--- config.mk ---
export PLATFORM = sky130hd
export DESIGN_NAME = uart_tx_fifo
export DESIGN_NICKNAME = d
export VERILOG_FILES = /design/src/rtl/uart_tx_fifo.sv
export SDC_FILE = /design/constraint.sdc
export NUM_CORES = 1
export LEC_CHECK = 0
export CAP_MARGIN = 20
export CORE_ASPECT_RATIO = 0.5
export CORE_MARGIN = 2
export CORE_UTILIZATION = 55
export DETAILED_ROUTE_END_ITERATION = 16
export DONT_BUFFER_PORTS = 1
export HOLD_SLACK_MARGIN = 0.12
export PLACE_DENSITY = 0.69
export SYNTH_ARGS = -nofsm -noshare
export SYNTH_HDL_FRONTEND = slang
export SYNTH_SLANG_ARGS = --single-unit
--- constraint.sdc ---
create_clock -name clk -period 6.7 [get_ports clk]
set_clock_uncertainty 0.05 [all_clocks]
set_input_delay 1.34 -clock clk [delete_from_list [all_inputs] [get_ports clk]]
set_output_delay 1.34 -clock clk [all_outputs]
set_load 0.1 [all_outputs]
--- src/rtl/uart_tx_fifo.sv ---
// uart_tx_fifo
//   Byte FIFO and dispatcher that sits directly in front of uart_tx. A
//   producer can write bytes at full clock rate. The FIFO buffers up to
//   2**DEPTH_LOG2 of them and sends them one at a time to uart_tx over its
//   e_i / d_i / busy_o / done_o handshake.
//
//   Build option: define UART_TX_FIFO_OVF_EN to add the sticky ovf_o flag.
//
// Ports
//   clk        system clock; all state changes on the rising edge
//   resetn     asynchronous active-low reset
//   wr_en_i    write strobe; the byte is accepted when full_o is 0
//   wr_d_i     write data
//   full_o     registered: count == DEPTH
//   empty_o    registered: count == 0
//   count_o    number of bytes stored, 0..DEPTH
//   tx_e_o     one-cycle start pulse to uart_tx.e_i
//   tx_d_o     byte to uart_tx.d_i; held from one tx_e_o to the next
//   tx_busy_i  uart_tx.busy_o
//   tx_done_i  uart_tx.done_o, a one-cycle pulse at the end of each frame
//   ovf_o      sticky overflow flag (only with UART_TX_FIFO_OVF_EN)
module uart_tx_fifo #(
  parameter int DEPTH_LOG2 = 4
) (
  input  logic                clk,
  input  logic                resetn,
  input  logic                wr_en_i,
  input  logic [7:0]          wr_d_i,
  output logic                full_o,
  output logic                empty_o,
  output logic [DEPTH_LOG2:0] count_o,
  output logic                tx_e_o,
  output logic [7:0]          tx_d_o,
  input  logic                tx_busy_i,
  input  logic                tx_done_i
`ifdef UART_TX_FIFO_OVF_EN
  ,
  output logic                ovf_o
`endif
);

  localparam int DEPTH = 2 ** DEPTH_LOG2;
  localparam logic [DEPTH_LOG2:0]   FULL_CNT = (DEPTH_LOG2 + 1)'(DEPTH);
  localparam logic [DEPTH_LOG2-1:0] PTR_ONE  = DEPTH_LOG2'(1);

  typedef enum logic {
    ST_IDLE,
    ST_WAIT
  } state_t;

  state_t                state_reg, state_next;
  logic [7:0]            mem [DEPTH];
  logic [DEPTH_LOG2-1:0] wp_reg, rp_reg;
  logic [DEPTH_LOG2:0]   count_reg, count_next;
  logic                  full_reg, empty_reg;
  logic                  tx_e_reg;
  logic [7:0]            tx_d_reg;
  logic                  wr_acc;
  logic                  pop;

  // The write is gated by the registered full flag. A pop on the same edge
  // cannot free a slot for this write.
  assign wr_acc = wr_en_i && !full_reg;

  // Dispatcher: it pops only from IDLE. It then waits in WAIT for the frame
  // to finish, so uart_tx never sees a second start while it is busy.
  always_comb begin
    state_next = state_reg;
    pop        = 1'b0;
    case (state_reg)
      ST_IDLE: begin
        if ((count_reg != '0) && !tx_busy_i) begin
          pop        = 1'b1;
          state_next = ST_WAIT;
        end
      end
      ST_WAIT: begin
        if (tx_done_i) begin
          state_next = ST_IDLE;
        end
      end
      default: state_next = ST_IDLE;
    endcase
  end

  // A write and a pop on the same edge cancel out in the count. Both
  // pointers still advance.
  assign count_next = count_reg
                    + (DEPTH_LOG2 + 1)'(wr_acc)
                    - (DEPTH_LOG2 + 1)'(pop);

  // The storage array has no reset because its contents are don't-care
  // until they are written. This lets it map to plain RAM.
  always_ff @(posedge clk) begin
    if (wr_acc) begin
      mem[wp_reg] <= wr_d_i;
    end
  end

  always_ff @(posedge clk or negedge resetn) begin
    if (!resetn) begin
      state_reg <= ST_IDLE;
      wp_reg    <= '0;
      rp_reg    <= '0;
      count_reg <= '0;
      full_reg  <= 1'b0;
      empty_reg <= 1'b1;
      tx_e_reg  <= 1'b0;
      tx_d_reg  <= 8'h00;
    end else begin
      state_reg <= state_next;
      count_reg <= count_next;
      full_reg  <= (count_next == FULL_CNT);
      empty_reg <= (count_next == '0);
      // pop is only ever 1 in IDLE, so the pulse lasts exactly one cycle.
      tx_e_reg  <= pop;
      if (wr_acc) begin
        wp_reg <= wp_reg + PTR_ONE;
      end
      if (pop) begin
        rp_reg   <= rp_reg + PTR_ONE;
        tx_d_reg <= mem[rp_reg];
      end
    end
  end

`ifdef UART_TX_FIFO_OVF_EN
  logic ovf_reg;

  // Set by any write attempt while full. It clears only on reset.
  always_ff @(posedge clk or negedge resetn) begin
    if (!resetn) begin
      ovf_reg <= 1'b0;
    end else if (wr_en_i && full_reg) begin
      ovf_reg <= 1'b1;
    end
  end

  assign ovf_o = ovf_reg;
`endif

  assign full_o  = full_reg;
  assign empty_o = empty_reg;
  assign count_o = count_reg;
  assign tx_e_o  = tx_e_reg;
  assign tx_d_o  = tx_d_reg;

endmodule

==> impl_metrics.py <==
metrics = {
    "status": {
        "status": "complete, no violations",
    },
    "timing": {
        "finalCritPeriodShare": 0.626,
        "setup_viol": 0,
        "maxSlewViolCount": 0,
        "rsz0062_at_grt": "false",
        "tns_ns": 0,
        "fin_crit_ns": 4.20,
        "fmax_mhz": 238,
        "worstMarginPinSlew_ns": 1.16,
        "slew_headroom": 0.223,
        "hold_viol": 0,
    },
    "worst_hold_path": {
        "min_path_type": "register to register",
        "min_path_cells": 1,
        "hold_path_end": "rp_reg[3]$_DFFE_PN0P_",
        "hold_path.startpoint": "rp_reg[3]$_DFFE_PN0P_",
    },
    "route": {
        "dr.pass1.iters": 4,
        "avgRoutedWirePerCell_um": 23.5,
        "initialDrtViolationCount": 272,
        "finalWirelength_um": 11400,
        "ant_nets": 0,
        "via_count": 2905,
        "drc_errors": 0,
        "vias_per_cell": 5.98,
    },
    "clock_tree": {
        "hold_buffers": 0,
        "postCtsSetupRepairBufs": 0,
        "root_buffer": "clkbuf_16",
        "ctsResizeCount": 0,
        "cts_buffers": 17,
        "clkLatencyLatePin_ns": 0.42,
        "cts_num_sinks": 153,
        "cts_max_path_buffers": 2,
        "cts_tree": "yes",
        "path_clk_slew_ns": 0.06,
        "cts.htree.levels": 4,
    },
    "layout": {
        "seq_area_mm2": 0.00447,
        "regMostFlops": "mem",
        "largest_reg_flops": 128,
        "diodes": 0,
        "instances_no_fill": 486,
        "finish.net_count": 353,
        "fillers": 738,
        "final_cell_area_mm2": 0.00675,
        "synthToLayoutAreaGrowth_pct": 11.3,
        "multi_input_area_mm2": 0.00147,
        "drive_above_1_share": 0.196,
    },
    "logic_synthesis": {
        "synth-edff-count": 128,
        "synth_adder_area_share": 0.0260,
        "synth_nets": 341,
        "seq_area_frac_synth": 0.737,
        "synthCells": 316,
        "synth_ff_type": "edfxtp_1",
        "synth.area.mux_share": 0.134,
        "synth_warnings": 0,
        "synth.distinct_cells": 36,
        "synth_top_area_frac": 0.634,
        "synth-simple-area-share": 0.0417,
        "synth_compound_area_frac": 0.0276,
        "syn_area_per_cell_um2": 19.2,
        "synth_area_leader_cell": "edfxtp_1",
        "synthTopCellsByArea": "edfxtp_1, mux4_2, dfrtp_1, ha_1, mux2i_1",
        "synth_top_family_by_area": "multiplexers",
        "ys_ff_latch": 153,
        "synth_common_cells": "edfxtp_1, mux4_2, dfrtp_1",
        "synth.most_common_cell": "edfxtp_1",
        "async_flop_share": 0.163,
        "synthesis.area_mm2": 0.00607,
        "synthXorXnorAreaFrac": 0.0130,
    },
    "floorplan": {
        "core_mm2": 0.0109,
        "die_w_um": 153,
        "ioPinCount": 29,
        "fp.dieH_um": 78.3,
        "start_util": 0.558,
        "die_area_mm2": 0.0119,
        "rows": 27,
    },
    "critical_path": {
        "rrSetupSlack_ns": 2.50,
        "arrival_ns": 4.47,
        "path_max_fanout": 14,
        "critPathLaunchType": "register",
        "reg2reg_from": "count_o[2]$_DFF_PN0_",
        "critPathCaptureType": "register",
        "timing.rr.end": "full_o$_DFF_PN0_",
        "crit_required_ns": 6.97,
        "worst-setup-path-type": "register to register",
        "r2r_cells": 13,
    },
    "global_route": {
        "grt_pass1_vias": 3019,
        "grt_first_pass_wirelength_um": 17400,
        "antenna_found_initial": 0,
        "overflow": 0,
        "grtUsageTotal": 0.204,
        "grt_start_max_net_pins": 35,
    },
    "placed_design": {
        "dp.cells": 454,
        "dp_hpwl_um": 7090,
        "gp_congestion": 0.770,
        "place_area_mm2": 0.00622,
        "port_buffers": 0,
    },
    "pwr": {
        "power_frac_clock": 0.266,
        "peakVddDrop_v": 0.000199,
        "combinationalPowerShare": 0.236,
        "pwr-share-seq": 0.497,
        "leakage_nw": 2.32,
        "p_per_area_mw_per_mm2": 474,
        "power.internal_mw": 2.00,
        "switching_share": 0.375,
        "power_switching_mw": 1.20,
    },
    "flow_run": {
        "cap_violations": 0,
    },
}
[worst max-delay path by stage]
stage	to	slack [ns]	startpoint	depth (start not counted)
6_report	full_o$_DFF_PN0_	2.50	count_o[2]$_DFF_PN0_	13
5_1_grt	full_o$_DFF_PN0_	2.27	count_o[2]$_DFF_PN0_	13
4_1_cts	full_o$_DFF_PN0_	2.48	count_o[2]$_DFF_PN0_	13
3_5_place_dp	full_o$_DFF_PN0_	2.50	count_o[2]$_DFF_PN0_	13
3_3_place_gp	full_o$_DFF_PN0_	2.62	count_o[3]$_DFF_PN0_	13
2_1_floorplan	full_o$_DFF_PN0_	2.93	count_o[2]$_DFF_PN0_	14
[cells by family (layout without fill, tap and decap cells)]
family                     Yosys count  in the layout
DFF                                153            153
xor gates and xnor gates             9              9
buffers and inverters               27             52
adders and majority gates           12             12
muxes                               40             40
AOI/OAI and AO/OA                   24             24
and+or+nand+nor                     51             51
[worst max-delay path: stages, from the launching register on]
cell	delay [ns]
dfrtp_1	0.94
inv_1	0.16
ha_1	0.24
nor4b_2	0.17
or3_1	0.60
inv_1	0.24
ha_1	0.26
inv_1	0.05
ha_1	0.15
inv_1	0.06
fa_1	0.47
inv_1	0.05
or3_1	0.41
nor4bb_1	0.25
[placed cells by master (no fill, tap or decap), drive strengths merged, types with 7 or more instances in the layout]
cell type	count
nand2	18
buf	7
edfxtp	128
mux4	32
nor2	13
dfrtp	24
inv	16
clkbuf	18
o211ai	7
xnor2	7
ha	11
a22oi	7
clkinv	10
mux2i	8
[final cells by class]
class,instances,area share
clock inverters,14,0.0150
repair buffers,7,0.00778
multi-input cells,136,0.218
inverters,13,0.00723
well taps,145,0.0269
flip-flops and latches,153,0.662
clock buffers,18,0.0636
[per-layer routing]
metal	GRT usage	wire length [um]
met1	0.270	5030
met4	0.0889	191
met5	0	0
met2	0.314	5400
met3	0.0712	785
[power by group through the flow]
stage	clock (mW)	sequential, mW	combinational [mW]
6_report	0.853	1.59	0.757
4_1_cts	0.862	1.59	0.764
2_1_floorplan	0	1.57	0.604
5_1_grt	0.905	1.61	0.828
3_3_place_gp	0	1.60	0.731
3_5_place_dp	0	1.61	0.756
[stage by stage]
| stage | hold WS (ns) | util | setup slack (ns) | power [mW] |
|---|---|---|---|---|
| floorplan | 0.445 | - | 2.93 | 2.18 |
| global placement | 0.491 | 0.572 | 2.62 | 2.34 |
| detailed placement | 0.489 | 0.572 | 2.50 | 2.37 |
| CTS | 0.507 | 0.621 | 2.48 | 3.22 |
| global route | 0.540 | 0.621 | 2.27 | 3.34 |
| finish | 0.507 | 0.621 | 2.50 | 3.20 |
Power figures use the tool's default switching activity.
